[config.mk]
export PLATFORM = sky130hd
export DESIGN_NAME = inst_fetch_unit_flat
export DESIGN_NICKNAME = d
export VERILOG_FILES = /design/src/rtl/inst_fetch_unit_pkg.sv /design/src/rtl/inst_fetch_unit_if.sv /design/src/rtl/inst_fetch_unit_fetch_queue.sv /design/src/rtl/inst_fetch_unit.sv /design/src/flat_wrapper.sv
export SDC_FILE = /design/constraint.sdc
export NUM_CORES = 1
export LEC_CHECK = 0
export BUFFER_PORTS_ARGS = -buffer_cell sky130_fd_sc_hd__buf_4
export CORE_MARGIN = 2
export CORE_UTILIZATION = 42
export CTS_CLUSTER_DIAMETER = 60
export CTS_CLUSTER_SIZE = 12
export DETAILED_ROUTE_END_ITERATION = 8
export PLACE_DENSITY = 0.6
export RECOVER_POWER = 50
export SLEW_MARGIN = 5
export SYNTH_ARGS = -nofsm -noshare
export SYNTH_HDL_FRONTEND = slang
export SYNTH_SLANG_ARGS = --single-unit
export TNS_END_PERCENT = 10
[constraint.sdc]
create_clock -name clk -period 3.2 [get_ports clk]
set_input_delay 0.32 -clock clk [delete_from_list [all_inputs] [get_ports clk]]
set_output_delay 0.32 -clock clk [all_outputs]
set_load 0.03 [all_outputs]
[src/rtl/inst_fetch_unit_pkg.sv]
// Shared fetch-pipeline constants: default address/instruction widths, reset PC and NOP encoding.
package inst_fetch_unit_pkg;
    localparam int          ADDR_W_DEF   = 32;
    localparam int          INST_W_DEF   = 32;
    localparam logic [31:0] RESET_PC_DEF = 32'h0000_0000;
    localparam logic [31:0] NOP          = 32'h0000_0000;
endpackage

[src/rtl/inst_fetch_unit_if.sv]
// Fetch bus: instruction-memory request/response, redirect from ID, and IF/ID valid/ready handshake.
interface inst_fetch_unit_if
    import inst_fetch_unit_pkg::*;
#(
    parameter int ADDR_W = ADDR_W_DEF,
    parameter int INST_W = INST_W_DEF
);
    logic              imem_req;
    logic [ADDR_W-1:0] imem_addr;
    logic [INST_W-1:0] imem_rdata;
    logic              redirect;
    logic [ADDR_W-1:0] redirect_pc;
    logic              if_valid;
    logic              if_ready;
    logic [INST_W-1:0] if_inst;
    logic [ADDR_W-1:0] if_pc4;

    modport master (
        output imem_req, imem_addr, if_valid, if_inst, if_pc4,
        input  imem_rdata, redirect, redirect_pc, if_ready
    );

    modport slave (
        input  imem_req, imem_addr, if_valid, if_inst, if_pc4,
        output imem_rdata, redirect, redirect_pc, if_ready
    );
endinterface

[src/rtl/inst_fetch_unit_fetch_queue.sv]
// Circular prefetch FIFO of DEPTH entries with wrapping pointers, occupancy count and synchronous clear.
module inst_fetch_unit_fetch_queue #(
    parameter int DEPTH = 4,
    parameter int WIDTH = 64
) (
    input  logic                   clk,
    input  logic                   rst,
    input  logic                   clear,
    input  logic                   push,
    input  logic                   pop,
    input  logic [WIDTH-1:0]       pushData,
    output logic [WIDTH-1:0]       headData,
    output logic [$clog2(DEPTH):0] count
);
    localparam int PW = $clog2(DEPTH);

    logic [WIDTH-1:0] mem [DEPTH];
    logic [PW-1:0]    rdPtr;
    logic [PW-1:0]    wrPtr;

    // DEPTH is a power of two, so pointers wrap by natural overflow
    always_ff @(posedge clk or negedge rst) begin
        if (!rst) begin
            rdPtr <= '0;
            wrPtr <= '0;
            count <= '0;
        end else if (clear) begin
            rdPtr <= '0;
            wrPtr <= '0;
            count <= '0;
        end else begin
            if (push)
                wrPtr <= wrPtr + PW'(1);
            if (pop)
                rdPtr <= rdPtr + PW'(1);
            if (push && !pop)
                count <= count + (PW+1)'(1);
            else if (pop && !push)
                count <= count - (PW+1)'(1);
        end
    end

    always_ff @(posedge clk) begin
        if (push && !clear)
            mem[wrPtr] <= pushData;
    end

    assign headData = mem[rdPtr];
endmodule

[src/rtl/inst_fetch_unit.sv]
// IF stage: PC register, one-cycle-latency imem request port, prefetch queue feeding IF/ID.
// Optional FETCH_STATS_EN adds saturating stall/flush counters.
module inst_fetch_unit
    import inst_fetch_unit_pkg::*;
#(
    parameter int                ADDR_W   = ADDR_W_DEF,
    parameter int                INST_W   = INST_W_DEF,
    parameter int                DEPTH    = 4,
    parameter logic [ADDR_W-1:0] RESET_PC = ADDR_W'(RESET_PC_DEF)
) (
    input  logic               clk,
    input  logic               rst,
    inst_fetch_unit_if.master  bus
`ifdef FETCH_STATS_EN
    ,
    output logic [31:0]        stat_stall,
    output logic [15:0]        stat_flush
`endif
);
    localparam int CW = $clog2(DEPTH) + 1;
    localparam int EW = INST_W + ADDR_W;

    logic [ADDR_W-1:0] pc;
    logic [ADDR_W-1:0] reqAddr;
    logic              pending;
    logic              kill;
    logic [CW-1:0]     count;
    logic [CW-1:0]     inFlight;
    logic              issue;
    logic              push;
    logic              pop;
    logic [EW-1:0]     headData;

    // Reserving a slot for every outstanding request means a response can never find the queue full
    assign inFlight = count + CW'(pending);
    assign issue    = rst && !bus.redirect && (inFlight < CW'(DEPTH));
    assign push     = pending && !kill;
    assign pop      = bus.if_valid && bus.if_ready && !bus.redirect;

    assign bus.imem_req  = issue;
    assign bus.imem_addr = pc;
    assign bus.if_valid  = (count != '0);
    assign bus.if_inst   = bus.if_valid ? headData[EW-1 -: INST_W] : INST_W'(NOP);
    assign bus.if_pc4    = bus.if_valid ? headData[ADDR_W-1:0]    : '0;

    always_ff @(posedge clk or negedge rst) begin
        if (!rst) begin
            pc      <= RESET_PC;
            reqAddr <= '0;
            pending <= 1'b0;
            kill    <= 1'b0;
        end else begin
            pending <= issue;
            kill    <= bus.redirect && pending;
            if (bus.redirect)
                pc <= bus.redirect_pc;
            else if (issue)
                pc <= pc + ADDR_W'(4);
            if (issue)
                reqAddr <= pc;
        end
    end

    inst_fetch_unit_fetch_queue #(
        .DEPTH (DEPTH),
        .WIDTH (EW)
    ) u_queue (
        .clk      (clk),
        .rst      (rst),
        .clear    (bus.redirect),
        .push     (push),
        .pop      (pop),
        .pushData ({bus.imem_rdata, reqAddr + ADDR_W'(4)}),
        .headData (headData),
        .count    (count)
    );

`ifdef FETCH_STATS_EN
    always_ff @(posedge clk or negedge rst) begin
        if (!rst) begin
            stat_stall <= '0;
            stat_flush <= '0;
        end else begin
            if (bus.if_valid && !bus.if_ready && (stat_stall != '1))
                stat_stall <= stat_stall + 32'd1;
            if (bus.redirect && (stat_flush != '1))
                stat_flush <= stat_flush + 16'd1;
        end
    end
`endif
endmodule
[src/flat_wrapper.sv]
// flat-port wrapper written by rule: the top's interface ports become plain ports
module inst_fetch_unit_flat import inst_fetch_unit_pkg::*;
#(
    parameter int                ADDR_W   = ADDR_W_DEF,
    parameter int                INST_W   = INST_W_DEF,
    parameter int                DEPTH    = 4,
    parameter logic [ADDR_W-1:0] RESET_PC = ADDR_W'(RESET_PC_DEF)
)
  (clk, rst, bus_imem_req, bus_imem_addr, bus_if_valid, bus_if_inst, bus_if_pc4, bus_imem_rdata, bus_redirect, bus_redirect_pc, bus_if_ready);
  inst_fetch_unit_if #(.ADDR_W(ADDR_W), .INST_W(INST_W)) bus_i ();
  input  logic clk;
  input  logic rst;
  output wire logic [$bits(bus_i.imem_req)-1:0] bus_imem_req;
  output wire logic [$bits(bus_i.imem_addr)-1:0] bus_imem_addr;
  output wire logic [$bits(bus_i.if_valid)-1:0] bus_if_valid;
  output wire logic [$bits(bus_i.if_inst)-1:0] bus_if_inst;
  output wire logic [$bits(bus_i.if_pc4)-1:0] bus_if_pc4;
  input wire logic [$bits(bus_i.imem_rdata)-1:0] bus_imem_rdata;
  input wire logic [$bits(bus_i.redirect)-1:0] bus_redirect;
  input wire logic [$bits(bus_i.redirect_pc)-1:0] bus_redirect_pc;
  input wire logic [$bits(bus_i.if_ready)-1:0] bus_if_ready;
  assign bus_imem_req = bus_i.imem_req;
  assign bus_imem_addr = bus_i.imem_addr;
  assign bus_if_valid = bus_i.if_valid;
  assign bus_if_inst = bus_i.if_inst;
  assign bus_if_pc4 = bus_i.if_pc4;
  assign bus_i.imem_rdata = bus_imem_rdata;
  assign bus_i.redirect = bus_redirect;
  assign bus_i.redirect_pc = bus_redirect_pc;
  assign bus_i.if_ready = bus_if_ready;
  inst_fetch_unit #(.ADDR_W(ADDR_W), .INST_W(INST_W), .DEPTH(DEPTH), .RESET_PC(RESET_PC)) u_core (.clk(clk), .rst(rst), .bus(bus_i));
endmodule
==> qor.csv, run 1 <==
metric,value,unit
Worst EP required,2.88,ns
Fillers,2764,
final setup TNS,0,ns
routed wire length,29300,um
Worst setup EP type,output port,
global route overflow,0,
Static Leak,5.59,nW
Yosys warning count,0,
Yosys top cell area share,0.557,
GPL Wtd Cong,0.803,
Global Route Usage Sum,0.175,
Mapped Nets,892,
WS Path Type,flip-flop to output port,
hpwl dp,18600,um
Util after Layout,0.511,
DIE HEIGHT,185,um
Worst R2R Setup Slack,0.53,ns
largest family of logic cells by synthesized area,multiplexers,
largest cells by area after synthesis,"edfxtp_1, dfrtp_1, mux4_2",
max capacitance violation total,0,
H-tree depth,2,
Storage cell area,9520,um^2
initial antenna violation count,0,
Setup-failing EPs final,0,
drt pass-1 iters,5,
multi-input logic area,4070,um^2
Slew HR,0.0775,
core footprint,32500,um^2
die span in x,185,um
crit path launch,u_core.u_queue.rdPtr[0]$_DFFE_PN0P_,
status,finished clean,
"Data arrival, critical path",2.42,ns
RSZ-0062 raised after global routing,no,
num rows,66,
drt wl/cell,20.0,um
Max Fclk,364,MHz
drt initial violations,542,
deepest clock path buffer count,3,
cts bufs inserted,35,
adder-cell share of the synthesized area,0.00688,
clk sinks,329,
TritonCTS clock tree,done,
worst vdd ir,0.351,mV
first-pass GRT wire length,45600,um
CP Launch Type,flip-flop,
Avg Synthesized Cell Area,16.9,um^2
clk_lat worst skew,0.50,ns
final critical-path share of the clock period,0.858,
CP Max Fanout,27,
setup slack after layout,0.456,ns
clk_skew,0.0107,ns
Fin. Hold Viols,0,
Post-Synth XOR/XNOR Area,0.0254,
"FF+latch count, synth",329,
asr flop ratio synth,0.222,
Post-Synth Simple-Gate Area,0.0909,
largest net degree at the start of global routing,64,
Clock Tree Root,clkbuf_16,
vias per std cell,5.27,
post-synthesis mux area share,0.134,
R2R depth,4,
pre-CTS setup slack,0.917,ns
Final Power,13.8,mW
Tmin final,2.74,ns
Vias,7738,
sequential fraction of the synthesis area,0.689,
Compound-Gate Fraction of Synth Area,0.0378,
number of global-route vias before repair,7782,
Remaining DRCs,0,
Worst-Margin Slew,1.38,ns
R2R Path End,u_core.u_queue.mem[2][37]$_DFFE_PP_,
Netlist cell types,51,
ys flop type,edfxtp_1,
Placed Cells,1396,
Ports,166,
cells after synthesis,817,
Area Growth Syn to Fin,20.1,%
worst min-delay path category,input port to flip-flop,
antenna cells,0,
"Cell Count, Final, Fillers Out",1468,
worst setup path end,bus_if_inst[10],
Pins Over Slew Limit,0,
Synth area leader,edfxtp_1,
Post-synth EDFFs,256,
Pwr Density,834,nW/um^2
synthesized cell area,13800,um^2
"Reg clk slew, reported paths",0.06,ns
layout cells sized above 1,0.265,
worst r2r src,u_core.pending$_DFF_PN0_,
Die Footprint,34400,um^2
Final nets,1081,
Initial Util,0.426,
PortBufs,165,
Antenna Nets Post-Route,0,
[sequential cells by signal (all words and copies together) (netlist names)]
register and count:
u_core.u_queue.count 3, u_core.reqAddr 32, u_core.u_queue.mem 256, u_core.bus.imem_addr 32, u_core.pending 1, u_core.kill 1, u_core.u_queue.rdPtr 2, u_core.u_queue.wrPtr 2
[layout make-up]
| class | instances | area share |
|---|---|---|
| Inverter | 9 | 0.00204 |
| Multi-Input combinational cell | 435 | 0.245 |
| Sequential cell | 329 | 0.574 |
| Clock buffer | 51 | 0.0596 |
| Timing Repair Buffer | 196 | 0.0814 |
| Tap cell | 442 | 0.0333 |
| Clock inverter | 6 | 0.00505 |
[timing repair]
action / in CTS / in global routing
hold buffers: 15 / 0
buffers inserted: 0 / 0
resized for setup: 0 / 0
endpoints found under the setup margin: 0 / 0
endpoints found under the hold margin: 70 / 0
[layout by cell type, fill, tap and decap left out, types with 2 or more instances in the layout]
cell type | synthesis | routed
edfxtp_1 | 256 | 256
buf_4 | 3 | 108
clkbuf_1 | 26 | 78
and2_1 | 74 | 73
dfrtp_1 | 73 | 71
mux4_2 | 64 | 64
clkbuf_16 | 0 | 37
mux2_2 | 34 | 34
nor2_1 | 31 | 31
xnor2_1 | 30 | 30
nand2_1 | 26 | 26
nand3_1 | 22 | 22
a31oi_1 | 19 | 19
or4_1 | 17 | 17
o21ai_0 | 16 | 17
dlygate4sd3_1 | 0 | 15
nand4_1 | 14 | 14
o31ai_1 | 13 | 13
xor2_1 | 10 | 10
and3_1 | 9 | 9
inv_1 | 8 | 8
and4_1 | 7 | 7
buf_12 | 0 | 7
or3_1 | 6 | 6
ha_1 | 6 | 6
o2111ai_1 | 4 | 4
o211ai_1 | 3 | 3
clkinv_2 | 0 | 3
nor4_2 | 2 | 2
or2_2 | 2 | 2
nand2b_1 | 2 | 2
mux2i_1 | 2 | 2
nor3_1 | 2 | 2
nor2b_1 | 2 | 2
a221oi_1 | 2 | 2
bufinv_16 | 0 | 2
[per-layer routing]
layer	share of wire	wire length (um)	vias up	global-route usage
met5	0	0	-	0
met4	0.013	385	0	0.0375
met3	0.058	1710	28	0.0381
met2	0.47	13800	208	0.279
met1	0.46	13500	3922	0.249
li1	-	-	3580	-
[report_power, final]
| part | total (mW) | switching [mW] | leakage [nW] | internal (mW) |
|---|---|---|---|---|
| combinational | 4.36 | 2.46 | 1.92 | 1.90 |
| clock | 3.85 | 1.55 | 0.523 | 2.30 |
| sequential | 5.63 | 0.437 | 3.15 | 5.19 |
| total | 13.8 | 4.45 | 5.59 | 9.39 |
[worst min-delay path by stage]
stage	start	cells after the start	slack [ns]	end
global placement	rst	1	0.32	u_core.bus.imem_addr[13]$_DFFE_PN0N_
global route	bus_redirect_pc[3]	3	0.02	u_core.bus.imem_addr[3]$_DFFE_PN0N_
finish	bus_redirect_pc[7]	3	0.02	u_core.bus.imem_addr[7]$_DFFE_PN0N_
detailed placement	rst	1	0.32	u_core.bus.imem_addr[8]$_DFFE_PN0N_
CTS	bus_imem_rdata[18]	1	0.0003	u_core.u_queue.mem[3][50]$_DFFE_PP_
floorplan	rst	0	0.02	u_core.bus.imem_addr[0]$_DFFE_PN0P_
[through the flow]
stage,instance area (um^2),hold WS (ns)
floorplan,13800,0.0244
global placement,15600,0.316
detailed placement,15600,0.315
CTS,16900,0.000313
global route,16600,0.0189
finish,16600,0.0240
[synth_stat cells, drive strengths merged (18+ instances only)]
library cell,number
dfrtp,73
edfxtp,256
clkbuf,26
nand3,23
xnor2,30
nand2,26
mux4,64
mux2,34
buf,18
nor2,31
and2,74
a31oi,20
[worst max-delay path: stages, from the launching register on]
cell     delay (ns)
dfrtp_4        0.70
buf_12         0.29
mux4_2         0.53
and2_1         0.19
buf_4          0.17
[cell families (layout without fill, tap and decap cells)]
kind of cell | after synthesis | after routing
compound gates | 69 | 69
mux | 100 | 100
simple gates | 219 | 219
xor+xnor | 40 | 40
flops | 329 | 329
buf+inv | 53 | 262
fa+ha+maj | 7 | 7
No activity file was read; power rests on OpenSTA's default activity.
==> run 2, diff against run 1 <==
--- a/config.mk
+++ b/config.mk
@@ -7,11 +7,12 @@
 export LEC_CHECK = 0
 export BUFFER_PORTS_ARGS = -buffer_cell sky130_fd_sc_hd__buf_4
 export CORE_MARGIN = 2
-export CORE_UTILIZATION = 42
+export CORE_UTILIZATION = 45
 export CTS_CLUSTER_DIAMETER = 60
 export CTS_CLUSTER_SIZE = 12
 export DETAILED_ROUTE_END_ITERATION = 8
-export PLACE_DENSITY = 0.6
+export MAX_ROUTING_LAYER = met4
+export PLACE_DENSITY = 0.63
 export RECOVER_POWER = 50
 export SLEW_MARGIN = 5
 export SYNTH_ARGS = -nofsm -noshare
==> qor.csv, run 2 (synthesis gave the netlist of run 1 again) <==
metric,value,unit,change
Worst EP required,2.88,ns,about the same
met3 Track Usage GR,0.0329,,-0.00528
Pwr Density,836,nW/um^2,+0.21%
Placed Cells,1354,,-3.0%
initial antenna violation count,1,,+1
vias per std cell,5.46,,+3.7%
Vias,7765,,+0.35%
Worst setup EP type,output port,,
drt pass-1 iters,5,,unchanged
Clock Tree Root,clkbuf_16,,
Fin. Hold Viols,0,,unchanged
CP Max Fanout,19,,-30%
TritonCTS clock tree,done,,
Max Fclk,364,MHz,about the same
max FFs per register,256,,unchanged
final critical-path share of the clock period,0.857,,about the same
"Data arrival, critical path",2.42,ns,about the same
DIE HEIGHT,179,um,-3.3%
CP Launch Type,flip-flop,,
WS Path Type,flip-flop to output port,,
Final nets,1075,,-0.56%
Post-CTS Resized,0,,unchanged
hpwl dp,19100,um,+2.6%
max capacitance violation total,0,,unchanged
clk sinks,329,,unchanged
core footprint,30400,um^2,-6.2%
cts bufs inserted,34,,-2.9%
PortBufs,165,,unchanged
Antenna Nets Post-Route,0,,unchanged
number of global-route vias before repair,7765,,-0.22%
routed wire length,29200,um,-0.35%
Die Footprint,32100,um^2,-6.5%
first-pass GRT wire length,44900,um,-1.6%
M2 GR Usage,0.293,,+0.0140
clk_lat worst skew,0.51,ns,about the same
"Reg clk slew, reported paths",0.06,ns,about the same
clk_skew,0.0223,ns,+0.0116 ns
drt wl/cell,20.6,um,+2.9%
"most common cell after layout, fill and taps aside",edfxtp_1,,
grt met1 use,0.263,,+0.0144
largest register by flop count,u_core.u_queue.mem,,
RSZ-0062 raised after global routing,no,,
layout cells sized above 1,0.264,,-0.00144
deepest clock path buffer count,3,,unchanged
Initial Util,0.454,,+0.0283
status,finished clean,,
Pins Over Slew Limit,0,,unchanged
worst vdd ir,0.461,mV,+31%
Area Growth Syn to Fin,18.8,%,
Worst-Margin Slew,1.35,ns,-0.0323 ns
final setup TNS,0,ns,unchanged
global route overflow,0,,unchanged
num rows,64,,-3.0%
Ports,166,,unchanged
H-tree depth,2,,unchanged
"Cell Count, Final, Fillers Out",1421,,-3.2%
drt initial violations,578,,+6.6%
worst min-delay path category,input port to flip-flop,,
largest net degree at the start of global routing,63,,-1.6%
GPL Wtd Cong,0.790,,-1.6%
Setup-failing EPs final,0,,unchanged
Remaining DRCs,0,,unchanged
Slew HR,0.0990,,+0.0215
"commonest non-fill, non-tap cells in the layout","edfxtp_1, buf_4, clkbuf_1, and2_1, dfrtp_1",,
die span in x,179,um,-3.3%
global route hottest layer,met2,,
Global Route Usage Sum,0.190,,+0.0145
Static Leak,5.53,nW,-1.1%
Tmin final,2.74,ns,-0.000689 ns
run 2: changes by cell type in the layout (fill, tap and decap cells not counted), sizes merged:
cell         change
buf              +3
bufinv           -1
clkbuf           +5
clkinv           -1
clkinvlp         +1
diode            +1
dlygate4sd3      -9
run 2: area by class of cell:
cell class	instances	area [um^2]
fillers	2503	14000
clock buffers	55	961
multi-input cells	435	4060
clock inverters	5	58.8
diodes	1	2.50
flip-flops and latches	329	9520
well taps	396	495
inverters	9	33.8
repair buffers	191	1270
run 2: report_power, final:
group	internal, mW	total [mW]	switching [mW]
clock	2.14	3.68	1.54
sequential	5.19	5.63	0.441
combinational	1.88	4.39	2.50
run 2: repair_timing:
action                    4_1_cts  5_1_grt
hold buffers                    6        0
buffers inserted                0        0
hold endpoints to repair       16        0
run 2: through the flow:
step,total power [mW],cell area (um^2),util,worst slack (ns),hold WS (ns)
detailed placement,10.3,15600,0.512,0.934,0.170
CTS,14.0,16700,0.548,0.395,0.0000182
global placement,10.2,15600,0.512,0.935,0.172
finish,13.7,16400,0.539,0.456,0.0288
global route,14.4,16400,0.539,0.252,0.0254
floorplan,8.63,13800,-,0.438,0.0244
run 2: critical path, stage by stage (launching register included):
cell and delay [ns]:
dfrtp_4 0.68, buf_4 0.36, mux4_2 0.53, and2_1 0.18, buf_4 0.17
run 2: per-layer routing:
metal | share of wire | up-vias
li1 | - | 3569
met1 | 0.45 | 3956
met2 | 0.47 | 194
met3 | 0.055 | 46
met4 | 0.022 | 0
met5 | 0 | -
run 2: final timing paths:
path,startpoint,endpoint,slack [ns],cells past startpoint
min in group asynchronous,rst,u_core.bus.imem_addr[6]$_DFFE_PN0N_,0.38,2
min,bus_redirect_pc[2],u_core.bus.imem_addr[2]$_DFFE_PN0N_,0.03,3
max in group asynchronous,rst,u_core.u_queue.rdPtr[0]$_DFFE_PN0P_,1.30,3
min reg2reg,u_core.reqAddr[0]$_DFFE_PN0P_,u_core.u_queue.mem[1][0]$_DFFE_PP_,0.51,0
max reg2reg,u_core.pending$_DFF_PN0_,u_core.u_queue.mem[1][53]$_DFFE_PP_,0.47,4
max,u_core.u_queue.rdPtr[0]$_DFFE_PN0P_,bus_if_pc4[11],0.46,4
